**src/rtl/pipe_pkg.sv**
```systemverilog
// Shared pipeline types: EX/MEM FSM states and control-bit bundle (also used by MEM/WB).
package pipe_pkg;
  localparam int DATA_W_DEF = 32;
  localparam int REG_AW_DEF = 5;

  typedef enum logic {IDLE = 1'b0, ACCESS = 1'b1} mem_state_t;

  typedef struct packed {
    logic dmrd;
    logic dmwr;
    logic rfwr;
    logic wd_src;
    logic valid;
  } exmem_ctrl_t;
endpackage

```
**src/rtl/exmem_timeout_ctr.sv**
```systemverilog
// Load-clear cycle counter; tc flags the last cycle before LIMIT is reached (LIMIT=0 never flags).
module exmem_timeout_ctr #(
  parameter int LIMIT = 255
) (
  input  logic clk,
  input  logic rst,
  input  logic clr,
  input  logic inc,
  output logic tc
);
  localparam int CW = (LIMIT > 1) ? $clog2(LIMIT) : 1;
  localparam logic [CW-1:0] TC_VAL = CW'((LIMIT > 0) ? LIMIT - 1 : 0);

  logic [CW-1:0] cnt;

  always_ff @(posedge clk or negedge rst) begin
    if (!rst)     cnt <= '0;
    else if (clr) cnt <= '0;
    else if (inc) cnt <= cnt + 1'b1;
  end

  assign tc = (LIMIT != 0) && (cnt == TC_VAL);
endmodule

```
**src/rtl/exmem_stage.sv**
```systemverilog
// EX/MEM pipeline register with req/ack data-memory sequencer and ack timeout.
// Optional: define EXMEM_ALIGN_CHK_EN to reject misaligned memory ops as bubbles with mem_err.
module exmem_stage
  import pipe_pkg::*;
#(
  parameter int DATA_W      = DATA_W_DEF,
  parameter int REG_AW      = REG_AW_DEF,
  parameter int ACK_TIMEOUT = 255
) (
  input  logic              clk,
  input  logic              rst,
  input  logic [DATA_W-1:0] ex_alu_result,
  input  logic [DATA_W-1:0] ex_rt_val,
  input  logic [REG_AW-1:0] ex_a3,
  input  logic              ex_dmrd,
  input  logic              ex_dmwr,
  input  logic              ex_rfwr,
  input  logic              ex_wd_src,
  input  logic              ex_valid,
  input  logic              ex_flush,
  output logic              dm_req,
  output logic              dm_we,
  output logic [DATA_W-1:0] dm_addr,
  output logic [DATA_W-1:0] dm_wdata,
  input  logic              dm_ack,
  input  logic [DATA_W-1:0] dm_rdata,
  output logic              mem_stall,
  output logic              mem_valid,
  output logic              mem_rfwr,
  output logic [REG_AW-1:0] mem_a3,
  output logic [DATA_W-1:0] mem_wb_data,
  output logic              mem_err
);
  mem_state_t        state;
  exmem_ctrl_t       ctrl_q, ctrl_d;
  logic [DATA_W-1:0] alu_q, rt_q, ld_q;
  logic [REG_AW-1:0] a3_q;
  logic              err_q;
  logic              ex_live, ex_mem, misalign, enter, tc;

  assign ex_live = ex_valid & ~ex_flush;
  assign ex_mem  = ex_dmrd | ex_dmwr;
`ifdef EXMEM_ALIGN_CHK_EN
  assign misalign = ex_mem & (ex_alu_result[1:0] != 2'b00);
`else
  assign misalign = 1'b0;
`endif
  assign enter = (state == IDLE) & ex_live & ex_mem & ~misalign;

  // Bubbles carry no side effects: all enables forced low.
  always_comb begin
    ctrl_d        = '0;
    ctrl_d.wd_src = ex_wd_src;
    if (ex_live && !misalign) begin
      ctrl_d.valid = 1'b1;
      ctrl_d.dmrd  = ex_dmrd;
      ctrl_d.dmwr  = ex_dmwr;
      ctrl_d.rfwr  = ex_rfwr;
    end
  end

  exmem_timeout_ctr #(.LIMIT(ACK_TIMEOUT)) u_to (
    .clk (clk),
    .rst (rst),
    .clr (enter),
    .inc ((state == ACCESS) & ~dm_ack),
    .tc  (tc)
  );

  always_ff @(posedge clk or negedge rst) begin
    if (!rst) begin
      state  <= IDLE;
      ctrl_q <= '0;
      alu_q  <= '0;
      rt_q   <= '0;
      ld_q   <= '0;
      a3_q   <= '0;
      err_q  <= 1'b0;
    end else begin
      err_q <= 1'b0;
      case (state)
        IDLE: begin
          alu_q  <= ex_alu_result;
          rt_q   <= ex_rt_val;
          a3_q   <= ex_a3;
          ctrl_q <= ctrl_d;
          if (enter)                state <= ACCESS;
          if (ex_live && misalign)  err_q <= 1'b1;
        end
        ACCESS: begin
          // Ack beats a coincident timeout.
          if (dm_ack) begin
            state <= IDLE;
            if (ctrl_q.dmrd && !ctrl_q.dmwr) ld_q <= dm_rdata;
          end else if (tc) begin
            state        <= IDLE;
            err_q        <= 1'b1;
            ctrl_q.valid <= 1'b0;
            ctrl_q.rfwr  <= 1'b0;
          end
        end
        default: state <= IDLE;
      endcase
    end
  end

  assign dm_req      = (state == ACCESS);
  assign mem_stall   = (state == ACCESS);
  assign dm_we       = ctrl_q.dmwr;
  assign dm_addr     = alu_q;
  assign dm_wdata    = rt_q;
  assign mem_valid   = (state == IDLE) & ctrl_q.valid;
  assign mem_rfwr    = mem_valid & ctrl_q.rfwr;
  assign mem_a3      = a3_q;
  assign mem_wb_data = ctrl_q.wd_src ? ld_q : alu_q;
  assign mem_err     = err_q;
endmodule

```
**config.mk**
```make
export PLATFORM = sky130hd
export DESIGN_NAME = exmem_stage
export DESIGN_NICKNAME = d
export VERILOG_FILES = /design/src/rtl/pipe_pkg.sv /design/src/rtl/exmem_timeout_ctr.sv /design/src/rtl/exmem_stage.sv
export SDC_FILE = /design/constraint.sdc
export NUM_CORES = 1
export LEC_CHECK = 0
export BUFFER_PORTS_ARGS = -buffer_cell sky130_fd_sc_hd__buf_2
export CORE_MARGIN = 1.5
export CORE_UTILIZATION = 44
export CTS_BUF_LIST = sky130_fd_sc_hd__clkbuf_4 sky130_fd_sc_hd__clkbuf_8
export DETAILED_ROUTE_END_ITERATION = 10
export PLACE_DENSITY = 0.84
export RECOVER_POWER = 50
export SYNTH_ARGS = -nofsm -noshare
export SYNTH_HDL_FRONTEND = slang
export SYNTH_SLANG_ARGS = --single-unit
```
**constraint.sdc**
```tcl
create_clock -name clk -period 1.5 [get_ports clk]
set_input_delay 0.225 -clock clk [delete_from_list [all_inputs] [get_ports clk]]
set_output_delay 0.225 -clock clk [all_outputs]
set_load 0.05 [all_outputs]
```
==> results of run 1 <==
per-stage QoR:
| step | total power, uW | setup slack (ps) | instances | area [sq um] |
|---|---|---|---|---|
| after floorplan | 6630 | -175 | 319 | 4870 |
| after global placement | 7350 | 66.9 | 669 | 6170 |
| after detailed placement | 7470 | 16.7 | 669 | 6170 |
| after CTS | 11000 | -330 | 774 | 7600 |
| after global routing | 11800 | -371 | 801 | 8040 |
| final | 11300 | -301 | 801 | 8040 |
how the worst max path moves through the flow:
stage,end,startpoint,cells after the start
after global routing,mem_wb_data[11],ctrl_q[1],3
after global placement,ctrl_q[2],u_to.cnt[0],5
after detailed placement,ctrl_q[2],u_to.cnt[0],5
final,mem_wb_data[31],ctrl_q[1],3
after CTS,mem_wb_data[0],ctrl_q[1],3
after floorplan,mem_rfwr,dm_req,4
registers in the layout (all words and copies together), names as in the netlist:
register	cells
dm_addr	32
u_to.cnt	8
mem_a3	5
ctrl_q	4
dm_wdata	32
ld_q	32
mem_err	1
dm_req	1
dm_we	1
power by group through the flow:
stage | Combinational, uW | Clock [uW] | Sequential, uW
5_1_grt | 4520 | 3200 | 4070
6_report | 4330 | 2990 | 4010
3_5_place_dp | 3450 | 0 | 4020
3_3_place_gp | 3370 | 0 | 3980
2_1_floorplan | 1870 | 0 | 4760
4_1_cts | 4020 | 3050 | 3970
layout by cell type, fill, tap and decap left out, types with 5 or more instances in the layout:
cell | synthesis | routed
clkinv_2 | 0 | 5
buf_6 | 1 | 36
mux2_4 | 0 | 42
dfrtp_1 | 116 | 113
buf_12 | 0 | 6
clkbuf_4 | 0 | 5
mux2_2 | 134 | 92
buf_2 | 12 | 160
clkbuf_8 | 2 | 19
buf_4 | 1 | 12
clkbuf_2 | 0 | 21
nand2_1 | 6 | 5
dlygate4sd3_1 | 0 | 83
o21ai_0 | 6 | 5
cells by family (layout without fill, tap and decap cells):
family                     Yosys count  after routing  synth area share
and+or+nand+nor                     29             29            0.0384
AOI/OAI and AO/OA                   16             16            0.0201
adders and majority gates            2              2           0.00515
xor gates and xnor gates             2              2           0.00361
muxes                              134            134             0.311
DFF                                116            116             0.597
buffers and inverters               20            362            0.0250
what timing repair did:
action	in CTS	in global routing
endpoints found under the hold margin	183	15
gates resized for setup	81	55
setup endpoints to repair	36	72
gates cloned	2	3
pin swaps	2	6
setup buffers	3	10
hold buffers	68	15
routing by layer:
metal / track usage / vias to the layer above / wire length [um]
li1: - / 1798 / -
met1: 0.239 / 1958 / 5430
met2: 0.447 / 181 / 8170
met3: 0.0832 / 19 / 983
met4: 0.0959 / 0 / 231
met5: 0 / - / 0
cell type report:
cell class / count / area (sq um)
Clock buffer: 22 / 284
Clock inverter: 10 / 130
Fill cell: 628 / 2750
Inverter: 3 / 11.3
Multi-Input combinational cell: 183 / 2020
Sequential cell: 116 / 2910
Tap cell: 140 / 175
Timing Repair Buffer: 327 / 2510
==> results.py, run 1 <==
metrics = {
    "place": {
        "portBuffers": 216,
        "dp_hpwl_mm": 8.05,
        "place_congestion": 0.821,
    },
    "synth": {
        "synth-edff-count": 0,
        "synth-seq-area-share": 0.597,
        "synthesis.area_sq_um": 4860,
        "ys_top_cells_by_count": "mux2_2, dfrtp_1, buf_2, nand2_1, o21ai_0",
        "yosys_warnings": 0,
        "yosys_register_bits": 116,
        "synth_top_flop_cell": "dfrtp_1",
        "synth_area_leader_cell": "dfrtp_1",
        "netlist_instances": 319,
        "synth.most_common_cell": "mux2_2",
        "yosysTopAreaCellShare": 0.597,
        "ys_types": 32,
        "syn_nets": 431,
        "synth_area_leaders": "dfrtp_1, mux2_2, buf_2",
        "async_flop_share": 1.00,
        "syn_avg_cell_area_sq_um": 15.2,
    },
    "sta": {
        "fin_crit_sh": 1.20,
        "post-route-min-period_ps": 1800,
        "slew_headroom": 0.469,
        "hold_viol": 0,
        "setup_ws_ps": -301,
        "hold_ws_ps": 40.2,
        "worstMarginPinSlew_ps": 796,
        "rsz0062_at_grt": "true",
        "final-max-slew-violation-count": 0,
        "setup_viol": 86,
        "finalSetupTns_ps": -10800,
        "max_clock_freq_ghz": 0.555,
        "clock_skew_ps": 6.21,
    },
    "routing": {
        "viasPerCell": 4.94,
        "drc": 0,
        "firstDrtPassIters": 4,
        "wl_per_cell_um": 18.5,
        "drtIter0Drc": 189,
        "drtAntennaViolNets": 0,
        "vias": 3956,
        "routed_wl_mm": 14.8,
    },
    "global_routing": {
        "grt_pass1_wl_mm": 20.7,
        "grt_max_degree": 60,
        "track_usage": 0.238,
        "gr-total-overflow": 0,
        "antenna_found_initial": 0,
        "grt_pass1_vias": 4271,
    },
    "worst_setup_path": {
        "start_kind": "flip-flop",
        "r2r_end": "dm_addr[6]",
        "critPathRequiredTime_ps": 1270,
        "cp_top_family": "flip-flops",
        "cp_slowest_cell": "dfrtp_2",
        "max_stage_delay_ps": 430,
        "r2r_start": "dm_req",
        "crit_buf_inv": 2,
        "path_cells": "buf_12 > mux2_2 > buf_6",
        "crit_type": "reg -> out",
        "arrival_ps": 1580,
        "end_kind": "primary output",
        "timing.reg2reg.setup_slack_ps": -90,
        "r2r_cells": 3,
        "crit_fanout": 17,
    },
    "cts": {
        "numCtsBuffers": 17,
        "clk_latency_ps": 420,
        "clock-sinks": 116,
        "clk_pin_slew_ps": 70,
        "ctsHtreeMaxLevel": 4,
        "cts_max_path_buffers": 2,
        "cts_tree": "built",
        "root_buffer": "clkbuf_8",
    },
    "die": {
        "fp-row-count": 38,
        "coreArea_sq_um": 10800,
        "start_util": 0.450,
        "die_h_um": 108,
        "io_pins": 217,
        "fp.dieArea_sq_um": 11700,
        "die_w_um": 108,
    },
    "flow_run": {
        "drv_cap": 0,
    },
    "hold_path": {
        "min_path_cells": 2,
        "hp-class": "in -> reg",
        "hp-start": "ex_rt_val[21]",
        "worstHoldEndpoint": "dm_wdata[21]",
    },
    "layout": {
        "diodes": 0,
        "final_util": 0.745,
        "nets": 760,
        "areaGrowthSynthToFinish_pct": 65.5,
        "drive_gt1_frac": 0.646,
    },
    "power": {
        "p_int_uw": 7260,
        "swShare": 0.360,
        "powerDensity_nw_per_um2": 1410,
        "power.share.clock": 0.264,
        "comb_power_share": 0.382,
        "p_leak_uw": 0.00397,
        "switching_power_uw": 4080,
        "irDropWorstVdd_uv": 957,
        "power_frac_seq": 0.354,
    },
    "outcome": {
        "outcome": "finished with violations",
        "violations": "negative setup slack",
    },
}
Note: power is estimated with default switching activity, not from simulation.
==> run 2: changes to the inputs <==
CORE_UTILIZATION = 49   (was 44)
PLACE_DENSITY = 0.89   (was 0.84)
clock period = 1.7 ns   (was 1.5 ns; I/O delays follow)
==> results.py, run 2 (synthesis gave the netlist of run 1 again) <==
metrics = {
    "sta": {
        "rsz0062_at_grt": "true",
        "setup_viol": 53,
        "finalSetupTns_ps": -4930,
        "final-max-slew-violation-count": 0,
        "slew_headroom": 0.524,
        "setup_ws_ps": -133,
        "hold_ws_ps": 58.9,
        "clock_skew_ps": 6.77,
        "max_clock_freq_ghz": 0.545,
        "hold_viol": 0,
        "fin_crit_sh": 1.08,
        "worstMarginPinSlew_ps": 714,
        "post-route-min-period_ps": 1830,
    },
    "worst_setup_path": {
        "arrival_ps": 1580,
        "cp_top_family": "flip-flops",
        "r2r_cells": 3,
        "max_stage_delay_ps": 440,
        "end_kind": "primary output",
        "r2r_start": "dm_req",
        "r2r_end": "dm_addr[9]",
        "critPathRequiredTime_ps": 1440,
        "start_kind": "flip-flop",
        "crit_fanout": 17,
        "crit_buf_inv": 2,
        "cp_slowest_cell": "dfrtp_2",
        "timing.reg2reg.setup_slack_ps": -90,
        "crit_type": "reg -> out",
        "path_cells": "buf_12 > mux2_2 > buf_6",
    },
    "global_routing": {
        "grt_max_degree": 41,
        "grt_pass1_wl_mm": 18.0,
        "antenna_found_initial": 0,
        "grt_pass1_vias": 3781,
        "track_usage": 0.232,
        "gr-total-overflow": 0,
    },
    "layout": {
        "layout_common_cells": "buf_2, mux2_2, dfrtp_1",
        "final_common_cell": "buf_2",
        "layout.cells.non_filler": 696,
        "drive_gt1_frac": 0.705,
        "nets": 662,
        "diodes": 0,
        "areaGrowthSynthToFinish_pct": 40.9,
        "fin_area_sq_um": 6850,
    },
    "cts": {
        "root_buffer": "clkbuf_8",
        "cts_max_path_buffers": 2,
        "ctsHtreeMaxLevel": 4,
        "numCtsBuffers": 17,
        "clk_pin_slew_ps": 70,
        "clk_latency_ps": 420,
        "clock-sinks": 116,
        "cts_tree": "built",
    },
    "routing": {
        "drtIter0Drc": 77,
        "drtAntennaViolNets": 0,
        "routed_wl_mm": 11.7,
        "drc": 0,
        "wl_per_cell_um": 16.8,
        "viasPerCell": 5.04,
        "firstDrtPassIters": 5,
        "vias": 3508,
    },
    "place": {
        "dp_hpwl_mm": 7.90,
        "place_congestion": 0.743,
        "placed_cells": 660,
        "postPlaceCellArea_sq_um": 6140,
        "portBuffers": 216,
    },
    "hold_path": {
        "min_path_cells": 2,
        "hp-class": "in -> reg",
        "hp-start": "ex_rt_val[9]",
        "worstHoldEndpoint": "dm_wdata[9]",
    },
    "die": {
        "fp-row-count": 36,
        "io_pins": 217,
        "coreArea_sq_um": 9680,
        "start_util": 0.502,
        "die_h_um": 103,
        "die_w_um": 103,
        "fp.dieArea_sq_um": 10500,
    },
    "power": {
        "p_leak_uw": 0.00337,
        "irDropWorstVdd_uv": 739,
        "powerDensity_nw_per_um2": 1380,
    },
    "outcome": {
        "violations": "negative setup slack",
        "outcome": "finished with violations",
    },
    "flow_run": {
        "drv_cap": 0,
    },
}
[run 2: changes by cell type in the layout (fill, tap and decap cells not counted), moves of 4 or more]
cell / delta
clkbuf_1: +6
buf_2: +15
buf_4: -9
mux2_4: -26
dlygate4sd3_1: -82
clkbuf_2: -18
buf_12: -4
mux2_2: +26
[run 2: metal layers]
metal  share of wire  GRT usage
met3           0.068     0.0739
met1            0.37      0.239
met5               0          0
met4           0.016      0.111
met2            0.54      0.424
[run 2: worst reg2reg max path, delay by kind of cell (launching register included)]
family | cells | cell delay [ps]
flops | 1 | 530
buf+inv | 2 | 740
mux | 1 | 410
[run 2: worst max-delay path by stage]
stage / start / to / cells after the start
2_1_floorplan: dm_req / mem_rfwr / 4
3_3_place_gp: u_to.cnt[0] / ctrl_q[2] / 5
3_5_place_dp: u_to.cnt[0] / ctrl_q[2] / 5
4_1_cts: ctrl_q[1] / mem_wb_data[0] / 3
5_1_grt: ctrl_q[1] / mem_wb_data[23] / 3
6_report: ctrl_q[1] / mem_wb_data[3] / 3
[run 2: timing repair]
item                                    in CTS  in global routing
cloned                                       2                  0
hold endpoints to repair                    27                  0
hold buffers                                 1                  0
endpoints found under the setup margin      35                 33
gates resized for setup                     81                  6
setup buffers                                1                  0
[run 2: per-stage QoR]
| stage | util | power, uW | worst slack [ps] |
|---|---|---|---|
| finish | 0.707 | 9420 | -133 |
| global route | 0.707 | 9840 | -197 |
| CTS | 0.710 | 9490 | -171 |
| detailed placement | 0.634 | 6570 | 228 |
| global placement | 0.634 | 6470 | 249 |
| floorplan | - | 5850 | -4.82 |
[run 2: area by class of cell]
class,count,area (sq um)
Tap cell,133,166
Inverter,3,11.3
Clock inverter,10,105
Fill cell,671,2840
Multi-Input combinational cell,183,1910
Timing Repair Buffer,229,1460
Sequential cell,116,2900
Clock buffer,22,290
[run 2: power breakdown]
part | internal [uW] | total [uW] | switching (uW)
combinational | 1300 | 3410 | 2100
clock | 1430 | 2500 | 1060
sequential | 3230 | 3510 | 289
==> run 3: changes to the inputs <==
ABC_AREA = 1   (was default)
CORE_UTILIZATION = 50   (was 49)
==> results.py, run 3 <==
metrics = {
    "outcome": {
        "outcome": "finished with violations",
        "violations": "negative setup slack",
    },
    "routing": {
        "viasPerCell": 4.90,
        "firstDrtPassIters": 4,
        "routed_wl_mm": 13.6,
        "drtAntennaViolNets": 0,
        "drtIter0Drc": 367,
        "drc": 0,
        "wl_per_cell_um": 14.2,
        "vias": 4712,
    },
    "synth": {
        "ys_top_cells_by_count": "nand2_1, dfrtp_1, inv_1, o21ai_0, o21ai_2",
        "synth_mux_area_frac": 0,
        "synthAdderAreaFrac": 0.00487,
        "syn_nets": 710,
        "synth_area_leaders": "dfrtp_1, nand2_1, o21ai_0",
        "ys_types": 25,
        "synth_top_family_by_area": "simple AND/OR/NAND/NOR gates",
        "synth-seq-area-share": 0.565,
        "synth-xor-area-share": 0,
        "yosysTopAreaCellShare": 0.565,
        "async_flop_share": 1.00,
        "netlist_instances": 598,
        "syn_avg_cell_area_sq_um": 8.60,
        "synth-compound-area-share": 0.126,
        "yosys_register_bits": 116,
        "synth_simple_gate_area_share": 0.205,
        "synth_area_leader_cell": "dfrtp_1",
        "synth.most_common_cell": "nand2_1",
        "synthesis.area_sq_um": 5140,
        "synth_top_flop_cell": "dfrtp_1",
        "yosys_warnings": 0,
        "synth-edff-count": 0,
    },
    "layout": {
        "layout_common_cells": "nand2_1, buf_2, dfrtp_1",
        "fin_area_sq_um": 6970,
        "drive_gt1_frac": 0.382,
        "layout.cells.non_filler": 961,
        "nets": 926,
        "final_common_cell": "nand2_1",
        "fillers": 724,
        "final_util": 0.707,
        "seq_area_sq_um": 2910,
        "multi_input_comb_area_sq_um": 1800,
        "areaGrowthSynthToFinish_pct": 35.6,
    },
    "sta": {
        "worstMarginPinSlew_ps": 838,
        "hold_viol": 0,
        "clock_skew_ps": 14.1,
        "fin_crit_sh": 1.04,
        "rsz0062_at_grt": "true",
        "max_clock_freq_ghz": 0.567,
        "setup_ws_ps": -63.6,
        "slew_headroom": 0.441,
        "hold_ws_ps": 29.2,
        "setup_viol": 28,
        "post-route-min-period_ps": 1760,
        "final-max-slew-violation-count": 0,
    },
    "die": {
        "die_w_um": 104,
        "fp.dieArea_sq_um": 10900,
        "coreArea_sq_um": 9860,
        "fp-row-count": 36,
        "die_h_um": 104,
        "start_util": 0.521,
        "io_pins": 217,
    },
    "cts": {
        "numCtsBuffers": 17,
        "cts_max_path_buffers": 2,
        "cts_setup_buffers": 0,
        "clk_pin_slew_ps": 80,
        "ctsHtreeMaxLevel": 4,
        "clock-sinks": 116,
        "cts_tree": "built",
        "root_buffer": "clkbuf_8",
        "clk_latency_ps": 420,
    },
    "worst_setup_path": {
        "crit_fanout": 23,
        "critical_path_depth": 3,
        "cp_slowest_cell": "dfrtp_2",
        "r2r_cells": 3,
        "arrival_ps": 1510,
        "crit_type": "reg -> out",
        "path_cells": "clkbuf_16 > o21ai_2 > buf_6",
        "max_stage_delay_ps": 470,
        "end_kind": "primary output",
        "cp_top_family": "flip-flops",
        "critPathRequiredTime_ps": 1440,
        "start_kind": "flip-flop",
        "crit_buf_inv": 2,
    },
    "global_routing": {
        "antenna_found_initial": 1,
        "grt_max_degree": 104,
        "gr-total-overflow": 0,
        "grt_pass1_wl_mm": 20.9,
        "grt_pass1_vias": 4403,
        "track_usage": 0.242,
    },
    "power": {
        "powerDensity_nw_per_um2": 1350,
        "irDropWorstVdd_uv": 689,
        "p_leak_uw": 0.00391,
    },
    "place": {
        "place_congestion": 0.795,
        "placed_cells": 926,
        "dp_hpwl_mm": 8.93,
        "portBuffers": 216,
        "postPlaceCellArea_sq_um": 6320,
    },
    "hold_path": {
        "min_path_cells": 3,
        "hp-class": "in -> reg",
    },
    "flow_run": {
        "drv_cap": 0,
    },
}
[run 3: cell count changes in the layout (fill, tap and decap cells not counted), sizes merged, moves of 3 or more]
cell / previous run / this run
nand2: 6 / 236
o21ai: 6 / 99
inv: 3 / 83
mux2: 134 / 0
nor2b: 3 / 0
nand3: 1 / 8
or3: 5 / 0
clkbuf: 34 / 23
nor2: 4 / 18
buf: 215 / 221
[run 3: kinds of logic after synthesis]
kind of cell    count (synthesis)
simple gates                  266
flops                         116
buf+inv                       110
compound gates                104
fa+ha+maj                       2
[run 3: worst register-to-register path, delay by kind of cell, from the launching register on]
kind,cells,cell delay (ps)
buffers and inverters,2,660
AOI/OAI and AO/OA,1,290
DFF,1,500
[run 3: area by class of cell]
cell class / instances / area share
Tap cell: 133 / 0.0239
Clock inverter: 14 / 0.0253
Multi-Input combinational cell: 372 / 0.258
Sequential cell: 116 / 0.417
Clock buffer: 18 / 0.0346
Timing Repair Buffer: 227 / 0.198
Antenna cell: 1 / 0.000359
Inverter: 80 / 0.0431
[run 3: routing by layer]
layer	vias up	share of wire	GRT usage	routed length, um
met5	-	0	0	0
met1	2195	0.42	0.307	5770
met2	210	0.49	0.403	6650
met3	32	0.066	0.0620	901
met4	0	0.023	0.0813	308
li1	2275	-	-	-
[run 3: final timing paths]
| path | from | endpoint | slack [ps] |
|---|---|---|---|
| setup / recovery | ctrl_q[1] | mem_wb_data[15] | -60 |
| hold / removal | ex_rt_val[2] | dm_wdata[2] | 30 |
| setup reg to reg | dm_req | dm_addr[13] | 100 |
| hold reg to reg | dm_wdata[24] | dm_wdata[24] | 470 |
| max in group asynchronous | rst | dm_req | 420 |
| min in group asynchronous | rst | ld_q[10] | 630 |
[run 3: repair_timing]
item,in CTS,in global routing
gates cloned,0,1
endpoints found under the hold margin,116,0
resized for setup,56,29
hold buffers,1,0
endpoints found under the setup margin,33,30
[run 3: where the power goes]
part	switching [uW]	internal, uW
clock network	1170	1480
registers	290	3220
logic	2330	926
[run 3: per-stage QoR]
stage	setup slack (ps)	TNS (ps)	total power, uW
finish	-63.6	-650	9410
global route	-136	-2460	9840
CTS	-31.5	-216	9350
detailed placement	302	0	6500
global placement	369	0	6430
floorplan	-361	-4330	5810
